==> config.mk <==
export PLATFORM = sky130hd
export DESIGN_NAME = vc_pop_arbiter
export DESIGN_NICKNAME = d
export VERILOG_FILES = /design/src/rtl/vc_pop_arbiter.sv
export SDC_FILE = /design/constraint.sdc
export NUM_CORES = 1
export LEC_CHECK = 0
export CAP_MARGIN = 10
export CORE_AREA = 2 2 60 62
export DETAILED_ROUTE_END_ITERATION = 7
export DIE_AREA = 0 0 62 64
export HOLD_SLACK_MARGIN = 0.1
export PLACE_DENSITY = 0.69
export SYNTH_ARGS = -nofsm -noshare
export SYNTH_HDL_FRONTEND = slang
export SYNTH_SLANG_ARGS = --single-unit
==> constraint.sdc <==
create_clock -name clk -period 1.75 [get_ports clk]
set_input_delay 0.175 -clock clk [delete_from_list [all_inputs] [get_ports clk]]
set_output_delay 0.175 -clock clk [all_outputs]
set_load 0.01 [all_outputs]
==> src/rtl/vc_pop_arbiter.sv <==
// vc_pop_arbiter: drains two virtual-channel FIFOs into two destinations.
// One word moves per four-cycle transfer (IDLE -> POP -> WAIT -> PUSH).
// vc0 has priority, but vc1 is granted after VC0_BURST back-to-back vc0
// grants made while vc1 had data waiting. Bit [DATA_SIZE-2] of each word
// selects the destination. All outputs are registered.
//
// state   | meaning
// --------+---------------------------------------------------------------
// IDLE    | sample pauses and empty flags, pick a VC when allowed
// POP     | pop strobe high to the granted FIFO for one cycle
// WAIT    | FIFO read data settles; captured on the exit edge
// PUSH    | push strobe high to the routed destination for one cycle
module vc_pop_arbiter #(
  parameter int DATA_SIZE = 6,
  parameter int VC0_BURST = 3
) (
  input  logic                 clk,
  input  logic                 reset_L,
  input  logic                 fifo_empty_vc0,
  input  logic                 fifo_empty_vc1,
  input  logic [DATA_SIZE-1:0] data_vc0,
  input  logic [DATA_SIZE-1:0] data_vc1,
  input  logic                 pause_d0,
  input  logic                 pause_d1,
  output logic                 pop_vc0,
  output logic                 pop_vc1,
  output logic                 push_d0,
  output logic                 push_d1,
  output logic [DATA_SIZE-1:0] data_d0,
  output logic [DATA_SIZE-1:0] data_d1,
  output logic                 idle,
  output logic [7:0]           words_fwd
);

  // streak counter only needs to reach VC0_BURST
  localparam int SW = (VC0_BURST < 1) ? 1 : $clog2(VC0_BURST + 1);
  localparam logic [SW-1:0] BURST_MAX = SW'(VC0_BURST);

  typedef enum logic [1:0] {
    ST_IDLE = 2'd0,
    ST_POP  = 2'd1,
    ST_WAIT = 2'd2,
    ST_PUSH = 2'd3
  } state_t;

  state_t               r_state;
  state_t               w_state_nxt;
  logic                 r_gnt_vc1;
  logic                 w_gnt_vc1_nxt;
  logic [SW-1:0]        r_streak;
  logic [SW-1:0]        w_streak_nxt;
  logic                 r_pop_vc0;
  logic                 w_pop_vc0_nxt;
  logic                 r_pop_vc1;
  logic                 w_pop_vc1_nxt;
  logic                 r_push_d0;
  logic                 w_push_d0_nxt;
  logic                 r_push_d1;
  logic                 w_push_d1_nxt;
  logic [DATA_SIZE-1:0] r_data_d0;
  logic [DATA_SIZE-1:0] w_data_d0_nxt;
  logic [DATA_SIZE-1:0] r_data_d1;
  logic [DATA_SIZE-1:0] w_data_d1_nxt;
  logic [7:0]           r_words_fwd;
  logic [7:0]           w_words_fwd_nxt;
  logic                 r_idle;
  logic                 w_idle_nxt;

  logic                 w_can_grant;
  logic                 w_pick_vc1;
  logic [DATA_SIZE-1:0] w_word;

  // a grant needs both destinations open and at least one FIFO with data
  assign w_can_grant = !pause_d0 && !pause_d1 && (!fifo_empty_vc0 || !fifo_empty_vc1);
  // vc1 wins when vc0 has nothing, or when vc0 has used up its burst
  assign w_pick_vc1  = !fifo_empty_vc1 && (fifo_empty_vc0 || (r_streak == BURST_MAX));
  // read data of whichever FIFO was popped for this transfer
  assign w_word      = r_gnt_vc1 ? data_vc1 : data_vc0;

  // next-state and next-output logic; every register holds unless changed
  always_comb begin
    w_state_nxt     = r_state;
    w_gnt_vc1_nxt   = r_gnt_vc1;
    w_streak_nxt    = r_streak;
    w_pop_vc0_nxt   = 1'b0;
    w_pop_vc1_nxt   = 1'b0;
    w_push_d0_nxt   = 1'b0;
    w_push_d1_nxt   = 1'b0;
    w_data_d0_nxt   = r_data_d0;
    w_data_d1_nxt   = r_data_d1;
    w_words_fwd_nxt = r_words_fwd;

    case (r_state)
      ST_IDLE: begin
        if (w_can_grant) begin
          w_state_nxt   = ST_POP;
          w_gnt_vc1_nxt = w_pick_vc1;
          w_pop_vc1_nxt = w_pick_vc1;
          w_pop_vc0_nxt = !w_pick_vc1;
          // streak only counts vc0 wins that actually made vc1 wait
          if (w_pick_vc1 || fifo_empty_vc1) begin
            w_streak_nxt = '0;
          end else if (r_streak != BURST_MAX) begin
            w_streak_nxt = r_streak + 1'b1;
          end
        end
      end
      ST_POP: begin
        w_state_nxt = ST_WAIT;
      end
      ST_WAIT: begin
        w_state_nxt     = ST_PUSH;
        w_words_fwd_nxt = r_words_fwd + 8'd1;
        if (w_word[DATA_SIZE-2]) begin
          w_push_d1_nxt = 1'b1;
          w_data_d1_nxt = w_word;
        end else begin
          w_push_d0_nxt = 1'b1;
          w_data_d0_nxt = w_word;
        end
      end
      ST_PUSH: begin
        w_state_nxt = ST_IDLE;
      end
      default: begin
        w_state_nxt = ST_IDLE;
      end
    endcase

    w_idle_nxt = (w_state_nxt == ST_IDLE);
  end

  // state and output registers; reset aborts any transfer in flight
  always_ff @(posedge clk or negedge reset_L) begin
    if (!reset_L) begin
      r_state     <= ST_IDLE;
      r_gnt_vc1   <= 1'b0;
      r_streak    <= '0;
      r_pop_vc0   <= 1'b0;
      r_pop_vc1   <= 1'b0;
      r_push_d0   <= 1'b0;
      r_push_d1   <= 1'b0;
      r_data_d0   <= '0;
      r_data_d1   <= '0;
      r_words_fwd <= 8'd0;
      r_idle      <= 1'b1;
    end else begin
      r_state     <= w_state_nxt;
      r_gnt_vc1   <= w_gnt_vc1_nxt;
      r_streak    <= w_streak_nxt;
      r_pop_vc0   <= w_pop_vc0_nxt;
      r_pop_vc1   <= w_pop_vc1_nxt;
      r_push_d0   <= w_push_d0_nxt;
      r_push_d1   <= w_push_d1_nxt;
      r_data_d0   <= w_data_d0_nxt;
      r_data_d1   <= w_data_d1_nxt;
      r_words_fwd <= w_words_fwd_nxt;
      r_idle      <= w_idle_nxt;
    end
  end

  assign pop_vc0   = r_pop_vc0;
  assign pop_vc1   = r_pop_vc1;
  assign push_d0   = r_push_d0;
  assign push_d1   = r_push_d1;
  assign data_d0   = r_data_d0;
  assign data_d1   = r_data_d1;
  assign idle      = r_idle;
  assign words_fwd = r_words_fwd;

endmodule

==> flow_summary_export.csv, run 1 <==
group,metric,value,unit
drt,route.detailed.drc,0,
pwr,power_leakage,0.804,nW
pwr,power.density,1560,mW/mm²
logic_synthesis,yosysUniqueCellTypes,24,
sta,rsz0062_at_grt,"no",
die,fp.dieW,62,µm
grt,grt_max_degree,30,
clock_network,cts-root-buf,"clkbuf_4",
logic_synthesis,ys_ff_latch,29,
drt,wl_per_cell,12.8,µm
final_layout,drive_gt1_share,21.7,%
pwr,ir_drop,0.591,mV
logic_synthesis,yosys.area.top_type,"dfrtp_1",
final_layout,final_common_cell,"clkdlybuf4s50_1",
sta,max_freq,648,MHz
clock_network,cts_htree_levels,2,
drt,first_pass_iters,4,
placed_design,place.gp.congestion,0.827,
setup_path,r2r_end,"data_d1[3]",
final_layout,antenna_cells,0,
setup_path,critPathMaxStageDelay,0.53,ns
clock_network,clkSlewWorstSetupHoldPaths,0.09,ns
setup_path,timing.rr.start,"r_state[0]",
setup_path,crit_chain,"clkdlybuf4s50_1",
run,drv_cap,0,
drt,routed_wl,2430,µm
grt,gr-usage-all-layers,13.3,%
die,die_h,64,µm
grt,antenna_found_initial,0,
drt,postRouteAntennaNets,0,
hold_path,worstHoldPathType,"in -> async",
logic_synthesis,synth_area,0.00127,mm²
clock_network,postCtsSetupBuffers,0,
sta,finalClockSkew,0.00509,ns
placed_design,dp.cells,181,
logic_synthesis,yosys_warnings,0,
setup_path,reg2reg_slack,0.30,ns
drt,drtIter0Drc,13,
setup_path,crit_start,"idle",
setup_path,crit_family,"flip-flops",
logic_synthesis,synth_area_leaders,"dfrtp_1 (55%), mux2_2 (14%), ha_1 (4.9%), mux2_4 (3.6%), xnor2_1 (2.8%)",
clock_network,cts_buffer_depth,2,
placed_design,placed_area,0.00173,mm²
die,ios,43,
clock_network,cts_sinks,29,
die,coreArea,0.00328,mm²
grt,grt_pass1_vias,896,
status,status,"complete, no violations",
logic_synthesis,netlist.area_leader.share,55.3,%
setup_path,crit_cells,1,
setup_path,cp.arrival,1.37,ns
sta,final.setup.tns,0,ns
logic_synthesis,synth-seq-area-share,57.4,%
final_layout,multi_input_area,484,µm²
sta,hold_viol_final,0,
logic_synthesis,synth_fp_nets,118,
grt,grt_pass1_wl,3840,µm
grt,grt-ovfl-total,0,
setup_path,crit_fanout,1,
final_layout,utilization,54.2,%
clock_network,clk_latency,0.32,ns
drt,via_count,863,
final_layout,stdcell_count,189,
logic_synthesis,postSynthCellCount,95,
sta,fin_crit,1.54,ns
setup_path,reg2reg_depth,4,
clock_network,cts_tree,"yes",
setup_path,crit_required,1.57,ns
final_layout,nFillCells,294,
clock_network,cts_resized,0,
setup_path,cp_num_buf_inv,1,
clock_network,hold_buffers,0,
final_layout,final_cell_mix,"clkdlybuf4s50_1 (41), dfrtp_1 (28), mux2_2 (16)",
die,std_cell_rows,21,
die,design.die.area,0.00397,mm²
clock_network,cts_made_buffers,5,
die,initial_core_util,38.6,%
setup_path,critPathCapture,"idle",
setup_path,path_class,"reg -> out",
sta,slew_viol_final,0,
drt,viasPerCell,4.57,
final_layout,syn_to_final_growth,40.5,%
setup_path,crit_slowest_cell,"dfstp_2",
final_layout,final_cell_area,0.00178,mm²
logic_synthesis,avgSynthCellArea,13.3,µm²
setup_path,endpoint_kind,"output pin",
sta,fin_crit_sh,88.2,%
placed_design,io_buffers,41,
placed_design,dp_hpwl,1830,µm
final_layout,regArea,727,µm²
pwr,p_total,2.78,mW
setup_path,crit_path_start_kind,"flip-flop",
sta,setup_violations,0,
final_layout,nNetsFinal,165,
==> state kept, by name (all words and copies together) (netlist names) <==
register and flops:
r_streak 2, idle 1, r_state 2, r_gnt_vc1 1, data_d1 6, push_d1 1
pop_vc1 1, push_d0 1, words_fwd 8, data_d0 5, pop_vc0 1
==> per-layer routing <==
layer / part of all wire [%] / up-vias / routed length (µm) / track usage, %
met5: 0 / - / 0 / 0
met4: 2.3 / 0 / 55 / 6.38
met3: 8.8 / 5 / 214 / 4.66
met2: 48 / 34 / 1180 / 21.4
met1: 40 / 413 / 980 / 15.3
li1: - / 411 / - / -
==> worst min path at each step <==
stage / from / end / depth (start not counted) / slack (ns)
2_1_floorplan: reset_L / data_d0[0] / 0 / -0.12
4_1_cts: reset_L / data_d1[4] / 2 / 0.24
3_3_place_gp: data_d1[4] / data_d1[4] / 1 / 0.45
5_1_grt: reset_L / push_d1 / 2 / 0.24
3_5_place_dp: data_d1[4] / data_d1[4] / 1 / 0.47
6_report: reset_L / data_d1[4] / 2 / 0.23
==> logic make-up after synthesis <==
| logic type | after synthesis | share of synthesized area [%] |
|---|---|---|
| buffers and inverters | 10 | 4.35 |
| AOI/OAI and AO/OA | 2 | 1.19 |
| DFF | 29 | 57.4 |
| other | 1 | 0.296 |
| adders and majority gates | 5 | 4.94 |
| xor gates and xnor gates | 7 | 4.84 |
| and+or+nand+nor | 21 | 8.40 |
| muxes | 20 | 18.6 |
==> cell type report <==
class	instances	share of cell area, %
clock buffers	6	2.32
clock inverters	2	0.563
repair buffers	45	24.8
inverters	5	1.05
well taps	46	3.23
multi-input cells	56	27.2
flip-flops and latches	29	40.9
==> synthesized netlist by cell type <==
cell and instances:
conb_1 1, mux2i_1 1, nor2_1 6, a31oi_1 1
buf_6 1, nand2_1 4, nor3_1 2, dfstp_2 1
ha_1 5, xor2_1 3, a211o_1 1, mux2_2 16
nor4b_1 1, mux2_4 3, buf_4 2, and3_1 1
or2_1 1, nand4_1 3, nor4_1 1, dfrtp_1 28
xnor2_1 4, nand2b_1 2, buf_2 2, inv_1 5
==> through the flow <==
step / hold WS (ns) / setup WS (ns)
3_5_place_dp: 0.466 / 0.0350
5_1_grt: 0.236 / 0.129
4_1_cts: 0.236 / 0.187
3_3_place_gp: 0.451 / 0.105
2_1_floorplan: -0.121 / 0.371
6_report: 0.232 / 0.206
==> where the power goes <==
group	switching [mW]	internal (mW)	total [mW]
Combinational	0.498	0.773	1.27
Clock	0.224	0.153	0.377
Sequential	0.178	0.951	1.13
Power figures use the tool's default switching activity.
==> run 2: changes to the inputs <==
SLEW_MARGIN = 20   (was unset)
==> results of run 2 <==
Final layout, timing and power as in run 1 (identical DEF).
==> run 3: changes to the inputs <==
CORE_AREA = 10 10 62 76   (was 2 2 60 62)
DIE_AREA = 0 0 72 86   (was 0 0 62 64)
PLACE_DENSITY = 0.7   (was 0.69)
==> flow_summary_export.csv, run 3 (synthesis results as in run 1) <==
group,metric,value,unit
final_layout,largest_register_ffs,8,
drt,first_pass_iters,2,
drt,route.detailed.drc,0,
clock_network,cts_resized,0,
clock_network,postCtsSetupBuffers,0,
grt,grt_max_degree,30,
final_layout,final_cell_mix,"clkdlybuf4s50_1 (41), dfrtp_1 (28), mux2_2 (16)",
final_layout,antenna_cells,0,
setup_path,crit_chain,"clkdlybuf4s50_1",
pwr,p_switching,944,µW
final_layout,multi_input_area,484,µm²
clock_network,cts_buffer_depth,2,
drt,routed_wl,2800,µm
sta,setup_violations,0,
sta,final.setup.tns,0,ns
setup_path,crit_path_start_kind,"flip-flop",
sta,rsz0062_at_grt,"no",
die,design.die.area,0.00619,mm²
run,drv_cap,0,
pwr,internal-power,2.05,mW
clock_network,clkSlewWorstSetupHoldPaths,0.06,ns
pwr,p_total,2.99,mW
placed_design,dp.cells,172,
pwr,pwr-share-comb,43.3,%
sta,slew_viol_final,0,
grt,gr-usage-all-layers,9.53,%
setup_path,crit_cells,1,
setup_path,cp.arrival,1.34,ns
die,initial_core_util,39.3,%
drt,wl_per_cell,15.5,µm
final_layout,nNetsFinal,165,
hold_path,worstHoldPathType,"in -> async",
sta,hold_viol_final,0,
drt,postRouteAntennaNets,0,
drt,viasPerCell,4.82,
clock_network,cts_made_buffers,5,
sta,max_freq,661,MHz
setup_path,crit_slowest_cell,"dfstp_2",
grt,grt_pass1_vias,965,
clock_network,hold_buffers,0,
sta,finalClockSkew,0.00543,ns
pwr,pwr-share-seq,38.2,%
clock_network,cts-root-buf,"clkbuf_8",
setup_path,crit_family,"flip-flops",
die,fp.dieW,72,µm
final_layout,drive_gt1_share,21.0,%
drt,drtIter0Drc,10,
grt,grt_pass1_wl,4570,µm
sta,fin_crit_sh,86.5,%
setup_path,crit_start,"idle",
setup_path,critPathMaxStageDelay,0.53,ns
pwr,swShare,31.6,%
final_layout,regArea,727,µm²
final_layout,final_cell_area,0.00181,mm²
clock_network,clk_latency,0.28,ns
placed_design,io_buffers,41,
final_layout,stdcell_count,180,
final_layout,syn_to_final_growth,42.7,%
setup_path,path_class,"reg -> out",
die,ios,43,
setup_path,crit_required,1.57,ns
die,die_h,86,µm
pwr,ir_drop,0.985,mV
placed_design,placed_area,0.00172,mm²
placed_design,place.gp.congestion,0.682,
clock_network,cts_tree,"yes",
placed_design,place_ws,0.0582,ns
setup_path,timing.rr.start,"r_state[0]",
grt,antenna_found_initial,0,
status,status,"complete, no violations",
pwr,power.density,1650,mW/mm²
grt,grt-ovfl-total,0,
sta,fin_crit,1.51,ns
pwr,clkPwrFrac,18.5,%
final_layout,final_common_cell,"clkdlybuf4s50_1",
pwr,power_leakage,0.817,nW
sta,timing.final.ws_setup,0.237,ns
drt,via_count,868,
final_layout,nFillCells,303,
die,std_cell_rows,23,
clock_network,cts_sinks,29,
die,coreArea,0.00322,mm²
setup_path,reg2reg_depth,5,
setup_path,endpoint_kind,"output pin",
setup_path,cp_num_buf_inv,1,
clock_network,cts_htree_levels,2,
setup_path,crit_fanout,1,
placed_design,dp_hpwl,2200,µm
run 3: cell count changes in the layout (fill, tap and decap cells not counted), sizes merged:
cell and delta:
clkinv -2, clkbuf +2
run 3: power by group through the flow:
| stage | Combinational, mW | Sequential [mW] | Clock, mW |
|---|---|---|---|
| 6_report | 1.29 | 1.14 | 0.554 |
| 5_1_grt | 1.41 | 1.18 | 0.611 |
| 4_1_cts | 1.32 | 1.14 | 0.574 |
| 3_5_place_dp | 1.32 | 1.15 | 0 |
| 3_3_place_gp | 1.29 | 1.14 | 0 |
| 2_1_floorplan | 0.586 | 1.22 | 0 |
run 3: final timing paths:
check / slack [ns] / end
min reg2reg: 0.47 / data_d1[4]
max: 0.24 / idle
min: 0.27 / words_fwd[0]
min in group clk: 0.47 / data_d1[4]
max in group asynchronous: 1.18 / idle
max reg2reg: 0.25 / words_fwd[7]
run 3: per-stage QoR:
stage	hold slack, ns	utilization [%]
after floorplan	-0.121	-
after global placement	0.454	53.3
after detailed placement	0.461	53.3
after CTS	0.274	56.1
after global routing	0.284	56.1
final	0.270	56.1
run 3: area by class of cell:
class                   count  share of cell area, %
repair buffers             45                   24.4
multi-input cells          56                   26.8
flip-flops and latches     29                   40.2
clock buffers               8                   4.99
well taps                  37                   2.56
inverters                   5                   1.04
run 3: metal layers:
layer | GRT usage, % | share of wire [%] | up-vias
met5 | 0 | 0 | -
met4 | 5.82 | 2.3 | 0
met3 | 5.42 | 10 | 7
met2 | 15.6 | 51 | 28
met1 | 9.02 | 37 | 420
li1 | - | - | 413
